==> config.mk <==
export PLATFORM = sky130hd
export DESIGN_NAME = uart_pattern_gen
export DESIGN_NICKNAME = d
export VERILOG_FILES = /design/src/rtl/uart_pattern_gen_pkg.sv /design/src/rtl/uart_byte_tx.sv /design/src/rtl/uart_pattern_gen.sv
export SDC_FILE = /design/constraint.sdc
export NUM_CORES = 1
export LEC_CHECK = 0
export CAP_MARGIN = 5
export CELL_PAD_IN_SITES_DETAIL_PLACEMENT = 1
export CELL_PAD_IN_SITES_GLOBAL_PLACEMENT = 1
export CORE_UTILIZATION = 54
export CTS_BUF_LIST = sky130_fd_sc_hd__clkbuf_4 sky130_fd_sc_hd__clkbuf_8 sky130_fd_sc_hd__clkbuf_16
export DETAILED_ROUTE_END_ITERATION = 7
export HOLD_SLACK_MARGIN = 0.15
export MAX_ROUTING_LAYER = met4
export PLACE_DENSITY = 0.92
export SYNTH_ARGS = -nofsm -noshare
export SYNTH_HDL_FRONTEND = slang
export SYNTH_HIERARCHICAL = 1
export SYNTH_SLANG_ARGS = --single-unit
export TNS_END_PERCENT = 20
==> constraint.sdc <==
create_clock -name Clk -period 5.18 [get_ports Clk]
set_input_delay 1.036 -clock Clk [delete_from_list [all_inputs] [get_ports Clk]]
set_output_delay 1.036 -clock Clk [all_outputs]
set_load 0.01 [all_outputs]
==> src/rtl/uart_pattern_gen_pkg.sv <==
// rtl/uart_pattern_gen_pkg.sv - shared constants, encodings and LFSR step for the pattern generator
package uart_pattern_gen_pkg;

    localparam logic [7:0] HEADER_BYTE = 8'hA5;
    localparam logic [7:0] LFSR_SEED   = 8'h01;
    localparam logic [7:0] LFSR_TAPS   = 8'hB8;
    localparam logic [7:0] WALK_SEED   = 8'h01;

    typedef enum logic [1:0] {
        MODE_INC   = 2'd0,
        MODE_FIXED = 2'd1,
        MODE_LFSR  = 2'd2,
        MODE_WALK  = 2'd3
    } mode_e;

    typedef enum logic [1:0] {
        ST_IDLE      = 2'd0,
        ST_LOAD      = 2'd1,
        ST_SEND      = 2'd2,
        ST_WAIT_DONE = 2'd3
    } state_e;

    // Feedback is the XOR of bits 7,5,4,3 shifted into bit 0.
    function automatic logic [7:0] lfsr_next(input logic [7:0] v);
        return {v[6:0], ^(v & LFSR_TAPS)};
    endfunction

endpackage

==> src/rtl/uart_byte_tx.sv <==
// rtl/uart_byte_tx.sv - 8N1 byte transmitter, LSB first, divider chosen by baud_set at 50 MHz
module uart_byte_tx (
    input  logic       Clk,
    input  logic       Reset_n,
    input  logic [7:0] Data,
    input  logic [2:0] baud_set,
    input  logic       send_go,
    output logic       uart_tx,
    output logic       tx_done
);
    logic [12:0] bit_div;
    logic        active;
    logic [12:0] div_cnt;
    logic [3:0]  bit_cnt;
    logic [8:0]  shreg;

    always_comb begin
        case (baud_set)
            3'd0:    bit_div = 13'd5208;
            3'd1:    bit_div = 13'd2604;
            3'd2:    bit_div = 13'd1302;
            3'd3:    bit_div = 13'd868;
            3'd4:    bit_div = 13'd434;
            3'd5:    bit_div = 13'd217;
            3'd6:    bit_div = 13'd108;
            default: bit_div = 13'd54;
        endcase
    end

    // bit_cnt 0 is the start bit, 1..8 data, 9 stop; tx_done follows the end of the stop bit.
    always_ff @(posedge Clk or negedge Reset_n) begin
        if (!Reset_n) begin
            active  <= 1'b0;
            div_cnt <= '0;
            bit_cnt <= '0;
            shreg   <= '1;
            uart_tx <= 1'b1;
            tx_done <= 1'b0;
        end else begin
            tx_done <= 1'b0;
            if (!active) begin
                if (send_go) begin
                    active  <= 1'b1;
                    div_cnt <= '0;
                    bit_cnt <= '0;
                    shreg   <= {1'b1, Data};
                    uart_tx <= 1'b0;
                end
            end else if (div_cnt == bit_div - 13'd1) begin
                div_cnt <= '0;
                if (bit_cnt == 4'd9) begin
                    active  <= 1'b0;
                    tx_done <= 1'b1;
                    uart_tx <= 1'b1;
                end else begin
                    bit_cnt <= bit_cnt + 4'd1;
                    uart_tx <= shreg[0];
                    shreg   <= {1'b1, shreg[8:1]};
                end
            end else begin
                div_cnt <= div_cnt + 13'd1;
            end
        end
    end

endmodule

==> src/rtl/uart_pattern_gen.sv <==
// rtl/uart_pattern_gen.sv - periodic framed test-pattern source driving one UART byte transmitter
module uart_pattern_gen
    import uart_pattern_gen_pkg::*;
#(
    parameter int unsigned PERIOD_CYCLES = 500000,
    parameter int unsigned FRAME_LEN     = 4,
    parameter logic [2:0]  BAUD_SET      = 3'd4
) (
    input  logic       Clk,
    input  logic       Reset_n,
    input  logic       enable,
    input  logic [1:0] mode,
    input  logic [7:0] fixed_byte,
    output logic       uart_tx,
    output logic       busy,
    output logic       frame_done,
    output logic       overrun
);
    localparam int unsigned FRAME_BYTES = FRAME_LEN + 3;
    localparam int CNT_W = $clog2(PERIOD_CYCLES);
    localparam int IDX_W = $clog2(FRAME_BYTES + 1);
    localparam logic [CNT_W-1:0] CNT_LAST = CNT_W'(PERIOD_CYCLES - 1);
    localparam logic [IDX_W-1:0] IDX_SEQ  = IDX_W'(1);
    localparam logic [IDX_W-1:0] IDX_CSUM = IDX_W'(FRAME_BYTES - 1);

    state_e           state;
    logic [CNT_W-1:0] period_cnt;
    logic [IDX_W-1:0] byte_idx;
    mode_e            mode_r;
    logic [7:0]       fixed_r;
    logic [7:0]       seq;
    logic [7:0]       inc_val;
    logic [7:0]       lfsr_val;
    logic [7:0]       walk_val;
    logic [7:0]       checksum;
    logic [7:0]       payload;
    logic [7:0]       tx_data;
    logic             send_go;
    logic             tx_done;
    logic             tick;

    assign tick = enable && (period_cnt == CNT_LAST);

    always_comb begin
        case (mode_r)
            MODE_INC:   payload = inc_val;
            MODE_FIXED: payload = fixed_r;
            MODE_LFSR:  payload = lfsr_val;
            default:    payload = walk_val;
        endcase
    end

    always_ff @(posedge Clk or negedge Reset_n) begin
        if (!Reset_n) begin
            state      <= ST_IDLE;
            period_cnt <= '0;
            byte_idx   <= '0;
            mode_r     <= MODE_INC;
            fixed_r    <= '0;
            seq        <= '0;
            inc_val    <= '0;
            lfsr_val   <= LFSR_SEED;
            walk_val   <= WALK_SEED;
            checksum   <= '0;
            tx_data    <= '0;
            send_go    <= 1'b0;
            busy       <= 1'b0;
            frame_done <= 1'b0;
            overrun    <= 1'b0;
        end else begin
            send_go    <= 1'b0;
            frame_done <= 1'b0;
            overrun    <= tick && busy;

            if (!enable || period_cnt == CNT_LAST) begin
                period_cnt <= '0;
            end else begin
                period_cnt <= period_cnt + 1'b1;
            end

            case (state)
                ST_IDLE: begin
                    if (tick) begin
                        state    <= ST_LOAD;
                        busy     <= 1'b1;
                        byte_idx <= '0;
                        mode_r   <= mode_e'(mode);
                        fixed_r  <= fixed_byte;
                    end
                end
                ST_LOAD: begin
                    if (byte_idx == '0) begin
                        tx_data <= HEADER_BYTE;
                    end else if (byte_idx == IDX_SEQ) begin
                        tx_data  <= seq;
                        checksum <= seq;
                    end else if (byte_idx == IDX_CSUM) begin
                        tx_data <= checksum;
                    end else begin
                        // Only the selected generator steps, and only on payload bytes.
                        tx_data  <= payload;
                        checksum <= checksum + payload;
                        case (mode_r)
                            MODE_INC:  inc_val  <= inc_val + 8'd1;
                            MODE_LFSR: lfsr_val <= lfsr_next(lfsr_val);
                            MODE_WALK: walk_val <= {walk_val[6:0], walk_val[7]};
                            default:   ;
                        endcase
                    end
                    send_go <= 1'b1;
                    state   <= ST_SEND;
                end
                ST_SEND: begin
                    state <= ST_WAIT_DONE;
                end
                default: begin
                    if (tx_done) begin
                        if (byte_idx == IDX_CSUM) begin
                            state      <= ST_IDLE;
                            busy       <= 1'b0;
                            frame_done <= 1'b1;
                            seq        <= seq + 8'd1;
                        end else begin
                            byte_idx <= byte_idx + 1'b1;
                            state    <= ST_LOAD;
                        end
                    end
                end
            endcase
        end
    end

    uart_byte_tx u_byte_tx (
        .Clk      (Clk),
        .Reset_n  (Reset_n),
        .Data     (tx_data),
        .baud_set (BAUD_SET),
        .send_go  (send_go),
        .uart_tx  (uart_tx),
        .tx_done  (tx_done)
    );

endmodule

# Yosys cells after proc, flatten, opt, wreduce, memory -nomap -nowiden

Cells that the tools add are included.

Flip-flop bits (word level): 115
Bits of input ports: 13
Output and inout bits: 4
Logic and storage cells: 118

Add/subtract/negate cells: 7
Equal/unequal tests: 15
Multiplexer cells: 45
Bitwise gates (word level): 5
Reductions and logical operators: 25

Operator list:

| kind                                                 | number |
|---|---|
| 2-to-1 mux 8 bit                                     | 5 |
| 2-to-1 mux 13 bit                                    | 3 |
| 2-to-1 mux 9 bit                                     | 4 |
| case mux 8 bit (3 select lines)                      | 1 |
| adder 19 x 1 -> 19 bit, second input constant        | 1 |
| equality test 19 bit, second input constant          | 1 |
| 2-to-1 mux 1 bit                                     | 19 |
| 2-to-1 mux 19 bit                                    | 1 |
| adder 8 x 1 -> 8 bit, second input constant          | 2 |
| 2-to-1 mux 4 bit                                     | 4 |
| AND reduction 5 bit                                  | 3 |
| adder 13 x 1 -> 13 bit, second input constant        | 1 |
| equality test 13 x 9 -> 1 bit, second input constant | 1 |
| 2-to-1 mux 3 bit                                     | 3 |
| AND reduction 3 bit                                  | 3 |
| adder 8 bit                                          | 1 |
| != test 2 bit, second input constant                 | 4 |
| AND reduction 4 bit                                  | 2 |
| XOR reduction 8 bit                                  | 1 |
| equality test 2 bit, second input constant           | 3 |
| case mux 2 bit (3 select lines)                      | 1 |
| case mux 3 bit (2 select lines)                      | 1 |
| AND reduction 2 bit                                  | 3 |
| nonzero test 2 bit                                   | 3 |
| other kinds (18)                                     | 26 |

# Depth between registers and ports, before layout

Gate-level depths: netlist of the first run.

Depth in word-level cells: 5
Mapped depth: 12
Gate-level depth less buffers: 10

# Cells and area by module

The synthesis of the first run kept the hierarchy.

Modules (own cells, without submodules):

| module           | times used | cells each | area an instance (um2) | sequential area each (um2) |
|---|---|---|---|---|
| uart_pattern_gen | 1          | 398        | 4,514.3                | 2,154.6 |
| uart_byte_tx     | 1          | 227        | 1,990.7                | 711.9 |

# Least setup slack after synthesis of the first run

No wires, ideal clock.

Path kind: reg-to-reg
From: register mode_r[1]
To: register checksum[6]
Setup time: 121 ps
Arrival: 2,425 ps
Required time: 5,059 ps
Setup slack: 2,634 ps
Stages on the path, launching flop included: 10
Buffers on the path: 1
Period minus slack after synthesis: 2,546 ps
Path through: dfrtp_1 buf_4 mux4_2 ha_1 fa_1 a21oi_1 o21ai_0 mux2i_1 a31oi_1 o22a_1

Cells in the longest elaborated chain, start to end: 5
Elaborated cells on any way between the ends: 7
Those cells by class: add/sub (1); eq/ne (2); mux (3); reduce/logical (1)

RTL lines:

| item                                              | line                    | source |
|---|---|---|
| start: declaration                                | uart_pattern_gen.sv:29  | `mode_e mode_r;` |
| start signal: assignment                          | uart_pattern_gen.sv:87  | `mode_r <= mode_e'(mode);` |
| equality test 2 bit, or another cell as far along | uart_pattern_gen.sv:45  | `case (mode_r)` |
| case mux 8 bit (3 select lines) *                 | uart_pattern_gen.sv:45  |  |
| adder 8 bit *                                     | uart_pattern_gen.sv:102 | `checksum <= checksum + payload;` |
| 2-to-1 mux 8 bit *                                | uart_pattern_gen.sv:97  | `end else if (byte_idx == IDX_CSUM) begin` |
| 2-to-1 mux 8 bit *                                | uart_pattern_gen.sv:94  | `end else if (byte_idx == IDX_SEQ) begin` |
| end signal: assignment                            | uart_pattern_gen.sv:96  | `checksum <= seq;` |
| end signal: assignment                            | uart_pattern_gen.sv:102 |  |
| end: declaration                                  | uart_pattern_gen.sv:35  | `logic [7:0] checksum;` |

Every way passes the cells marked *; elsewhere a longest branch is shown, timed or not. The select of a mux whose other input is x is not followed.
A chain may end at the register's enable or synchronous reset.

# Final worst setup path of the first run

Same ends and word-level chain as after synthesis.

==> out/metrics.yaml, run 1 <==
global_route:
  grt_pass1_wl_mm: 31.2
  overflow: 0
  grt_antenna_before_repair: 0
  grt_max_degree: 81
  grt_usage_pct: 33.6
  grt_pass1_vias: 5786
worst_setup_path:
  slowest_stage: "dfrtp_1"
  max_stage_delay_ps: 790
  setup.worst_path.start_class: "flip-flop"
  r2r_end: "checksum[6]"
  worst-path-max-fanout: 12
  reg2reg_depth: 8
  required_ps: 5500
  path_cells: "mux4_2 > ha_1 > fa_1 > a21oi_1 > o21ai_0 > mux2i_1 > a31oi_1 > o22a_1"
  crit_arrival_ps: 3430
  reg2reg_from: "mode_r[1]"
  criticalPathCategory: "flip-flop to flip-flop"
  reg2reg_slack_ps: 2060
  critPathCaptureType: "flip-flop"
die:
  row_count: 39
  die-area_sq_um: 12500
  die_y_um: 112
  core-area_sq_um: 11600
  start_util_pct: 56.2
  io_pins: 17
  dieWidth_um: 112
timing:
  worst_pin_slew_ps: 1030
  fin_crit_sh_pct: 60.1
  fmax_mhz: 321
  fin_crit_ps: 3120
  max_slew_margin_pct: 31.4
  rsz0062_at_grt: "false"
  hold_viol: 0
  fin_worst_skew_ps: 8.08
  finalWorstSetupSlack_ps: 2060
  finalSetupViolCount: 0
  finalSetupTns_ps: 0
  drv_slew: 0
yosys:
  syn_area_sq_um: 6500
  synth_edf_count: 0
  ys.warnings.count: 6
  postSynth.asyncResetShare_pct: 100
  syn_inst: 625
  synth_area_leaders: "dfrtp_1, ha_1, mux2_2"
  synth_area_leader_cell: "dfrtp_1"
  synth_seq_area_share_pct: 44.1
  synth-seq-cells: 114
  synth.distinct_cells: 68
  synth_ff_type: "dfrtp_1"
  synth_top_area_share_pct: 39.6
  syn_area_per_cell_sq_um: 10.4
finish:
  nNetsFinal: 681
  n_antenna_cell: 0
  mostFrequentLayoutCells: "dfrtp_1, nand2_1, nor2_1"
  final_common_cell: "dfrtp_1"
  syn_to_final_growth_pct: 13.0
  drive_gt1_share_pct: 15.2
  post-route-util_pct: 63.6
power:
  p_leak_nw: 3.32
  seqPwrFrac_pct: 39.8
  switching_power_mw: 0.485
  p_clk_share_pct: 57.1
  powerDensity_nw_per_um2: 306
  power_frac_comb_pct: 3.2
  irDropWorstVdd_v: 0.000296
  p_int_mw: 1.77
  p_sw_share_pct: 21.5
hold_path:
  hold_start: "tx_data[6]"
  worst_hold_path_type: "flip-flop to flip-flop"
  hold-path-endpoint: "tx_data[6]"
  min_path_cells: 1
drt:
  wl_per_cell_um: 23.1
  ant_nets: 0
  routed_wirelength_mm: 18.4
  dr_total_vias: 5138
  drc: 0
  vias_per_cell: 6.45
  drtIter0Drc: 336
  drt-pass1-iter-count: 4
run_status:
  outcome: "completed"
clock_tree:
  clock_path_buffers: 2
  cts_setup_buffers: 0
  cts_tree: "built"
  clock-root-buffer: "clkbuf_16"
  cts_resized: 0
  cts.reportedPaths.clkPinSlew_ps: 60
  cts-hold-fix-buffers: 0
  clk_latency_ps: 430
  cts_buffers: 17
  cts_max_level: 4
  clkSinkCount: 114
place:
  gp_congestion: 0.851
  place_ws_ps: 2120
  dp_hpwl_mm: 11.5
  numPortBuffers: 16
flow_run:
  maxCapViolCount: 0
==> cell families after synthesis <==
family | Yosys count | synth area share (%)
other | 2 | 0.115
adders and majority gates | 28 | 5.50
xor gates and xnor gates | 50 | 6.73
AOI/OAI and AO/OA | 104 | 11.0
buffers and inverters | 43 | 3.37
muxes | 46 | 9.16
DFF | 114 | 44.1
and+or+nand+nor | 238 | 20.1
==> cell type report <==
| class | count | area [sq um] |
|---|---|---|
| fill | 1209 | 4210 |
| multi-input combinational | 475 | 3450 |
| sequential | 114 | 2870 |
| clock buffer | 22 | 482 |
| tap | 143 | 179 |
| timing repair buffer | 18 | 173 |
| clock inverter | 10 | 155 |
| inverter | 14 | 52.6 |
==> worst max-delay path, delay by kind of cell, from the launching register on <==
family          cells  cell delay [ps]
mux                 2              800
flops               1              790
compound gates      4              760
fa+ha+maj           2              640
==> how the worst max path moves through the flow <==
stage,start,to
global route,mode_r[1],checksum[6]
global placement,enable,state[0]
finish,mode_r[1],checksum[6]
detailed placement,enable,state[0]
CTS,mode_r[1],checksum[6]
floorplan,mode_r[1],checksum[6]
==> routing by layer <==
metal / up-vias / part of all wire (%) / global-route usage [%]
met3: 46 / 4.1 / 6.21
met4: 0 / 2.8 / 15.9
li1: 2267 / - / -
met2: 162 / 53 / 57.1
met1: 2663 / 40 / 38.4
met5: - / 0 / -
==> stage by stage <==
| stage | hold slack [ps] | power, mW | cell area (sq um) | instances |
|---|---|---|---|---|
| after floorplan | 437 | 0.948 | 6530 | 632 |
| after global placement | 461 | 0.974 | 6720 | 764 |
| after detailed placement | 467 | 0.977 | 6720 | 764 |
| after CTS | 480 | 2.26 | 7350 | 796 |
| after global routing | 503 | 2.30 | 7350 | 796 |
| final | 477 | 2.25 | 7350 | 796 |
==> cell usage after synthesis (3+ instances only) <==
cell       instances
o31ai_1            4
nand2_1           62
buf_6              3
o22ai_1            4
inv_1             13
clkbuf_1          13
nand3_1           26
nor2_1            44
o221a_1            7
buf_2              4
mux2_2            28
and2_1             5
o21ai_0           29
and3_1            17
o2bb2ai_1          4
mux2i_1           10
nor2b_1            9
or3_1              8
o31a_1             3
xnor2_1           28
dfrtp_1          103
ha_1              27
mux4_2             8
nand2b_1          13
dfstp_2           11
xor2_1            22
a31oi_1            9
a21oi_1           20
o211ai_1           3
nor4_1             3
nor3_1             9
nor3b_1            4
nand4_1           14
o32ai_1            3
a21o_1             4
buf_4              8
and4_1             3
==> power groups by stage <==
stage	Combinational [mW]	Sequential [mW]	Clock, mW
floorplan	0.0376	0.911	0
global placement	0.0635	0.911	0
detailed placement	0.0659	0.911	0
CTS	0.0665	0.896	1.30
global route	0.0815	0.896	1.33
finish	0.0711	0.896	1.29
==> state kept, by name (all words and copies together), names as in the netlist, 2 cells and up <==
signal / flops
byte_idx: 3
checksum: 8
fixed_r: 8
inc_val: 8
lfsr_val: 8
mode_r: 2
period_cnt: 19
seq: 8
state: 2
tx_data: 8
u_byte_tx/bit_cnt: 4
u_byte_tx/div_cnt: 13
u_byte_tx/shreg: 8
walk_val: 8
Note: power is estimated with default switching activity, not from simulation.
==> inputs of run 2 (changes only) <==
--- a/config.mk
+++ b/config.mk
@@ -8,12 +8,12 @@
 export CAP_MARGIN = 5
 export CELL_PAD_IN_SITES_DETAIL_PLACEMENT = 1
 export CELL_PAD_IN_SITES_GLOBAL_PLACEMENT = 1
-export CORE_UTILIZATION = 54
+export CORE_UTILIZATION = 45
 export CTS_BUF_LIST = sky130_fd_sc_hd__clkbuf_4 sky130_fd_sc_hd__clkbuf_8 sky130_fd_sc_hd__clkbuf_16
 export DETAILED_ROUTE_END_ITERATION = 7
 export HOLD_SLACK_MARGIN = 0.15
 export MAX_ROUTING_LAYER = met4
-export PLACE_DENSITY = 0.92
+export PLACE_DENSITY = 0.82
 export SYNTH_ARGS = -nofsm -noshare
 export SYNTH_HDL_FRONTEND = slang
 export SYNTH_HIERARCHICAL = 1
==> constraint.sdc (replaced) <==
create_clock -name Clk -period 2.5 [get_ports Clk]
set_input_delay 0.5 -clock Clk [delete_from_list [all_inputs] [get_ports Clk]]
set_output_delay 0.5 -clock Clk [all_outputs]
set_load 0.01 [all_outputs]
==> run 2 against run 1 <==
Net effect: critical path depth stayed put; critical endpoint is now u_byte_tx/shreg[4]; routed wire length is 11% lower; global-route usage is 8.9 points lower; via count is 3.3% lower; register-to-register slack worse by 2100 ps; clock power is 120% higher; the run now ends with setup timing left; final cell count is 7.8% higher; sequential power is 110% higher; highest routed layer unchanged.
==> out/metrics.yaml, run 2 (same netlist as run 1, synthesis figures left out) <==
timing:
  fin_crit_sh_pct: 101  # was 60.1%
  hold_viol: 0  # unchanged
  fin_crit_ps: 2520  # was 3120 ps
  max_slew_margin_pct: 34.7  # was 31.4%
  finalSetupTns_ps: -79.2  # was 0 ps
  finalWorstSetupSlack_ps: -23.1  # was 2060 ps
  finalSetupViolCount: 7  # was 0
  rsz0062_at_grt: "true"  # was false
  fmax_mhz: 396  # was 321 MHz
  drv_slew: 0  # unchanged
  timing.hold.ws_ps: 472  # was 477 ps
  worst_pin_slew_ps: 976  # was 1030 ps
  fin_worst_skew_ps: 14.4  # was 8.08 ps
place:
  gp_congestion: 0.885  # was 0.851
  numPortBuffers: 16  # unchanged
  place_ws_ps: -20.8  # was 2120 ps
  dp_hpwl_mm: 11.0  # was 11.5 mm
  place_inst: 819  # was 764
  post_dp_cell_area_sq_um: 6920  # was 6720 sq um
worst_setup_path:
  max_stage_delay_ps: 450  # was 790 ps
  cp-startpoint: "u_byte_tx/div_cnt[1]"  # was mode_r[1]
  critPathCaptureType: "flip-flop"  # unchanged
  cp_num_buf_inv: 1  # was 0
  crit_arrival_ps: 2870  # was 3430 ps
  slowest_stage: "or3_4"  # was dfrtp_1
  required_ps: 2850  # was 5500 ps
  reg2reg_from: "u_byte_tx/div_cnt[1]"  # was mode_r[1]
  worst-path-max-fanout: 8  # was 12
  path_cells: "xor2_1 > o311ai_1 > a211oi_1 > nand4_1 > or3_4 > buf_8 > o31ai_4 > o221a_1"  # was mux4_2 > ha_1 > fa_1 > a21oi_1 > o21ai_0 > mux2i_1 > a31oi_1 > o22a_1
  cp_top_family: "compound AO/OA/AOI/OAI gates"  # was multiplexers
  setup.worst_path.start_class: "flip-flop"  # unchanged
  criticalPathCategory: "flip-flop to flip-flop"  # unchanged
finish:
  drive_gt1_share_pct: 19.5  # was 15.2%
  post-route-util_pct: 55.2  # was 63.6%
  nNetsFinal: 707  # was 681
  mostFrequentLayoutCells: "dfrtp_1, nand2_1, nor2_1"  # unchanged
  n_antenna_cell: 0  # unchanged
  regMostFlops: "period_cnt"  # unchanged
  syn_to_final_growth_pct: 18.7  # was 13.0%
  fin_area_sq_um: 7720  # was 7350 sq um
  largest_register_ffs: 19  # unchanged
  layout.cells.non_filler: 858  # was 796
  largestRegisters: "period_cnt (19), u_byte_tx/div_cnt (13)"  # unchanged
  final_common_cell: "dfrtp_1"  # unchanged
drt:
  top_layer_used: "met4"  # unchanged
  wl_per_cell_um: 19.2  # was 23.1 um
  wl_met1_mm: 7.11  # was 7.38 mm
  drtIter0Drc: 307  # was 336
  drt-pass1-iter-count: 4  # unchanged
  vias_per_cell: 5.79  # was 6.45
  ant_nets: 0  # unchanged
  routed_wirelength_mm: 16.5  # was 18.4 mm
  wl_met3_um: 466  # was 751 um
  dr_total_vias: 4967  # was 5138
  dr_wl_met2_mm: 8.58  # was 9.77 mm
  drc: 0  # unchanged
global_route:
  grt_max_degree: 50  # was 81
  overflow: 0  # unchanged
  grt_antenna_before_repair: 0  # unchanged
  grt_pass1_wl_mm: 27.5  # was 31.2 mm
  grt_usage_pct: 24.6  # was 33.6%
  grt_pass1_vias: 5302  # was 5786
clock_tree:
  cts.reportedPaths.clkPinSlew_ps: 50  # was 60 ps
  cts_tree: "built"  # unchanged
  cts_max_level: 4  # unchanged
  cts_buffers: 17  # unchanged
  clock-root-buffer: "clkbuf_16"  # unchanged
  clock_path_buffers: 2  # unchanged
  clkSinkCount: 114  # unchanged
  clk_latency_ps: 420  # was 430 ps
die:
  io_pins: 17  # unchanged
  row_count: 43  # was 39
  die_y_um: 122  # was 112 um
  core-area_sq_um: 14000  # was 11600 sq um
  start_util_pct: 46.5  # was 56.2%
  die-area_sq_um: 14900  # was 12500 sq um
  dieWidth_um: 122  # was 112 um
power:
  irDropWorstVdd_v: 0.000556  # was 0.000296 V
  p_total_mw: 4.82  # was 2.25 mW
  powerDensity_nw_per_um2: 624  # was 306 nW/um^2
  p_leak_nw: 3.48  # was 3.32 nW
hold_path:
  worst_hold_path_type: "flip-flop to flip-flop"  # unchanged
  hold_start: "seq[7]"  # was tx_data[6]
flow_run:
  maxCapViolCount: 0  # unchanged
run_status:
  violations: "setup timing"
  outcome: "complete, but fails checks"  # was completed
[run 2: changes by cell type in the layout (fill, tap and decap cells not counted), sizes merged]
cell / delta
buf: +25
bufinv: +2
clkinv: -2
clkinvlp: -1
dlygate4sd3: +1
[run 2: per-layer routing]
| layer | vias to the layer above | global-route usage [%] |
|---|---|---|
| li1 | 2325 | - |
| met1 | 2536 | 29.9 |
| met2 | 81 | 41.3 |
| met3 | 25 | 4.04 |
| met4 | 0 | 9.07 |
| met5 | - | - |
[run 2: worst paths after layout]
| kind | endpoint | slack, ps | cells past startpoint |
|---|---|---|---|
| worst min-delay path | seq[7] | 470 | 1 |
| worst max register to register | u_byte_tx/shreg[4] | -20 | 8 |
| max in group asynchronous | u_byte_tx/shreg[4] | 1090 | 3 |
| worst min register to register | seq[7] | 470 | 1 |
| min in group asynchronous | u_byte_tx/div_cnt[6] | 670 | 2 |
| worst max-delay path | u_byte_tx/shreg[4] | -20 | 8 |
[run 2: cell type report]
type	count	area, sq um
flip-flops and latches	114	2870
clock buffers	22	482
clock inverters	9	201
well taps	180	225
repair buffers	44	403
inverters	14	52.6
multi-input cells	475	3490
fillers	1524	6260
[run 2: what timing repair did]
item                       CTS  global route
pin swaps                    0             9
hold endpoints to repair     1             0
resized for setup            3            11
hold buffers                 1             0
setup endpoints to repair    3            16
buffers inserted             0             7
[run 2: where the power goes]
part / internal (mW) / leakage (nW) / switching [mW]
Sequential: 1.85 / 1.46 / 0.00426
Clock: 1.96 / 0.333 / 0.846
Combinational: 0.0592 / 1.68 / 0.0974
Total: 3.87 / 3.48 / 0.947
==> inputs of run 3 (changes only) <==
--- a/config.mk
+++ b/config.mk
@@ -5,10 +5,11 @@
 export SDC_FILE = /design/constraint.sdc
 export NUM_CORES = 1
 export LEC_CHECK = 0
+export ABC_AREA = 1
 export CAP_MARGIN = 5
 export CELL_PAD_IN_SITES_DETAIL_PLACEMENT = 1
 export CELL_PAD_IN_SITES_GLOBAL_PLACEMENT = 1
-export CORE_UTILIZATION = 45
+export CORE_UTILIZATION = 42
 export CTS_BUF_LIST = sky130_fd_sc_hd__clkbuf_4 sky130_fd_sc_hd__clkbuf_8 sky130_fd_sc_hd__clkbuf_16
 export DETAILED_ROUTE_END_ITERATION = 7
 export HOLD_SLACK_MARGIN = 0.15
==> constraint.sdc (replaced) <==
create_clock -name Clk -period 2.09 [get_ports Clk]
set_input_delay 0.418 -clock Clk [delete_from_list [all_inputs] [get_ports Clk]]
set_output_delay 0.418 -clock Clk [all_outputs]
set_load 0.01 [all_outputs]
==> run 3 against run 2 <==
Net effect: the run still ends with setup timing left; flip-flop and latch count unchanged; global-route usage up 1.5 points; sequential share of layout area down 2.9 points; synthesized area up 2.1%; die area up 9.2%; combinational power up 17%; largest power group unchanged.
==> out/metrics.yaml, run 3 <==
run_status:
  outcome: "complete, but fails checks"  # unchanged
  violations: "setup timing"  # unchanged
yosys:
  ys_top_cells_by_count: "nand2_1, dfrtp_1, inv_1, nor2_1, nand3_1"  # was dfrtp_1, nand2_1, nor2_1, o21ai_0
  syn_area_sq_um: 6640  # was 6500 sq um
  synth_edf_count: 0  # unchanged
  syn_area_per_cell_sq_um: 7.84  # was 10.4 sq um
  synth_area_leader_cell: "dfrtp_1"  # unchanged
  syn_inst: 847  # was 625
  synth-seq-cells: 114  # unchanged
  synth_area_leaders: "dfrtp_1, nand2_1, ha_1"  # was dfrtp_1, ha_1, mux2_2
  ys.warnings.count: 6  # unchanged
  synth_top_area_share_pct: 38.8  # was 39.6%
  synth_seq_area_share_pct: 43.2  # was 44.1%
  synth_ff_type: "dfrtp_1"  # unchanged
  postSynth.asyncResetShare_pct: 100  # unchanged
  synth_most_common_cell: "nand2_1"  # was dfrtp_1
  synth.distinct_cells: 39  # was 68
worst_setup_path:
  setup.worst_path.start_class: "flip-flop"  # unchanged
  reg2reg_depth: 16  # was 8
  worst-path-max-fanout: 6  # was 8
  reg2reg_from: "mode_r[1]"  # was u_byte_tx/div_cnt[1]
  crit_arrival_ps: 2740  # was 2870 ps
  required_ps: 2460  # was 2850 ps
  critPathCaptureType: "flip-flop"  # unchanged
  criticalPathCategory: "flip-flop to flip-flop"  # unchanged
  cp-startpoint: "mode_r[1]"  # was u_byte_tx/div_cnt[1]
die:
  core-area_sq_um: 15300  # was 14000 sq um
  die-area_sq_um: 16300  # was 14900 sq um
  io_pins: 17  # unchanged
  row_count: 45  # was 43
  die_y_um: 128  # was 122 um
  start_util_pct: 43.3  # was 46.5%
  dieWidth_um: 128  # was 122 um
timing:
  rsz0062_at_grt: "true"  # unchanged
  finalSetupTns_ps: -1410  # was -79.2 ps
  fin_crit_sh_pct: 114  # was 101%
  fin_crit_ps: 2370  # was 2520 ps
  finalWorstSetupSlack_ps: -284  # was -23.1 ps
  fmax_mhz: 421  # was 396 MHz
  hold_viol: 0  # unchanged
  finalSetupViolCount: 8  # was 7
  fin_worst_skew_ps: 4.84  # was 14.4 ps
  drv_slew: 0  # unchanged
  max_slew_margin_pct: 57.6  # was 34.7%
  worst_pin_slew_ps: 636  # was 976 ps
finish:
  largest_register_ffs: 19  # unchanged
  largestRegisters: "period_cnt (19), u_byte_tx/div_cnt (13)"  # unchanged
  syn_to_final_growth_pct: 26.1  # was 18.7%
  final_common_cell: "nand2_1"  # was dfrtp_1
  post-route-util_pct: 54.7  # was 55.2%
  regMostFlops: "period_cnt"  # unchanged
  n_antenna_cell: 0  # unchanged
  mostFrequentLayoutCells: "nand2_1, dfrtp_1, inv_1"  # was dfrtp_1, nand2_1, nor2_1
  drive_gt1_share_pct: 20.7  # was 19.5%
  nNetsFinal: 976  # was 707
global_route:
  grt_max_degree: 115  # was 50
  grt_antenna_before_repair: 0  # unchanged
  grt_usage_pct: 26.2  # was 24.6%
  overflow: 0  # unchanged
  grt_pass1_vias: 6468  # was 5302
  grt_pass1_wl_mm: 32.3  # was 27.5 mm
power:
  irDropWorstVdd_v: 0.000582  # was 0.000556 V
  seqPwrFrac_pct: 41.1  # was 38.5%
  p_int_mw: 4.24  # was 3.87 mW
  switching_power_mw: 1.16  # was 0.947 mW
  power_frac_comb_pct: 3.4  # was 3.2%
  p_sw_share_pct: 21.5  # was 19.6%
  powerDensity_nw_per_um2: 646  # was 624 nW/um^2
  p_leak_nw: 4.32  # was 3.48 nW
  p_clk_share_pct: 55.5  # was 58.3%
clock_tree:
  cts_buffers: 17  # unchanged
  clk_latency_ps: 430  # was 420 ps
  clkSinkCount: 114  # unchanged
  cts.reportedPaths.clkPinSlew_ps: 50  # about the same
  clock-root-buffer: "clkbuf_16"  # unchanged
  cts_max_level: 4  # unchanged
  cts_tree: "built"  # unchanged
  clock_path_buffers: 2  # unchanged
drt:
  drtIter0Drc: 304  # was 307
  dr_total_vias: 6133  # was 4967
  vias_per_cell: 5.29  # was 5.79
  ant_nets: 0  # unchanged
  drc: 0  # unchanged
  routed_wirelength_mm: 20.6  # was 16.5 mm
  drt-pass1-iter-count: 5  # was 4
  wl_per_cell_um: 17.7  # was 19.2 um
hold_path:
  worst_hold_path_type: "flip-flop to flip-flop"  # unchanged
  min_path_cells: 2  # was 1
  hold_start: "u_byte_tx/shreg[0]"  # was seq[7]
place:
  dp_hpwl_mm: 12.4  # was 11.0 mm
  gp_congestion: 0.899  # was 0.885
  numPortBuffers: 16  # unchanged
flow_run:
  maxCapViolCount: 0  # unchanged
[run 3: changes by cell type after synthesis, moves of 9 or more]
cell and delta:
nand2b_1 -13, xnor2_1 -18, nor2_1 +25, inv_1 +75
nand3_1 +30, o21ai_0 +16, nor2b_1 -9, mux2i_1 -10
and3_1 -17, nand2_1 +188, mux2_2 -21, a21oi_1 +11
nand4_1 +14
[run 3: cell type report]
type	count	area [sq um]
tap	211	264
clock buffer	21	474
timing repair buffer	73	617
clock inverter	11	134
sequential	114	2870
fill	1855	6940
multi-input combinational	634	3660
inverter	95	357
[run 3: layer usage]
metal | vias up | track usage, % | routed length (um)
met2 | 102 | 44.6 | 10700
met4 | 0 | 11.5 | 652
met3 | 49 | 5.43 | 550
met1 | 3079 | 29.8 | 8690
li1 | 2903 | - | -
met5 | - | - | 0
[run 3: path summary, 6_finish.rpt]
check,endpoint,slack (ps)
worst max-delay path,checksum[4],-280
worst min-delay path,u_byte_tx/shreg[0],460
worst max register to register,checksum[4],-280
worst min register to register,u_byte_tx/shreg[0],460
max in group asynchronous,mode_r[1],960
min in group asynchronous,u_byte_tx/div_cnt[9],600
[run 3: repair_timing]
item | CTS | global route
endpoints found under the setup margin | 7 | 18
buffers inserted | 11 | 9
resized for setup | 51 | 40
gates cloned | 0 | 1
pin swaps | 14 | 16
hold buffers | 1 | 0
endpoints found under the hold margin | 103 | 0
[run 3: kinds of logic after synthesis]
group / share of synthesized area, %
adders and majority gates: 5.39
other: 0.113
xor gates and xnor gates: 5.15
DFF: 43.2
AOI/OAI and AO/OA: 7.88
buffers and inverters: 6.82
and+or+nand+nor: 30.3
muxes: 1.19
[run 3: metrics by stage]
stage / instance area, sq um / hold slack, ps / cells / power (mW) / setup WS [ps]
floorplan: 6690 / 122 / 860 / 2.34 / 42.0
global placement: 7290 / 453 / 1105 / 2.42 / -93.6
detailed placement: 7290 / 456 / 1105 / 2.43 / -285
CTS: 8150 / 465 / 1149 / 5.44 / -43.7
global route: 8370 / 480 / 1159 / 5.59 / -378
finish: 8370 / 462 / 1159 / 5.41 / -284
[run 3: power groups by stage]
stage | registers [mW] | clock network, mW | logic [mW]
global placement | 2.26 | 0 | 0.167
floorplan | 2.26 | 0 | 0.0822
detailed placement | 2.26 | 0 | 0.171
finish | 2.22 | 3.00 | 0.184
global route | 2.22 | 3.16 | 0.215
CTS | 2.22 | 3.05 | 0.173
[run 3: worst max-delay path, stage by stage, from the launching register on]
cell and delay [ps]:
dfrtp_2 440, buf_6 150, nor2_4 220, buf_6 140, nand2_2 40, nand3_2 110, o21ai_4 80, inv_2 80
ha_4 160, fa_2 230, nand3_2 90, nand2_2 80, inv_2 50, or2_4 230, nand3_2 60, nand3_2 70
nand2_1 70
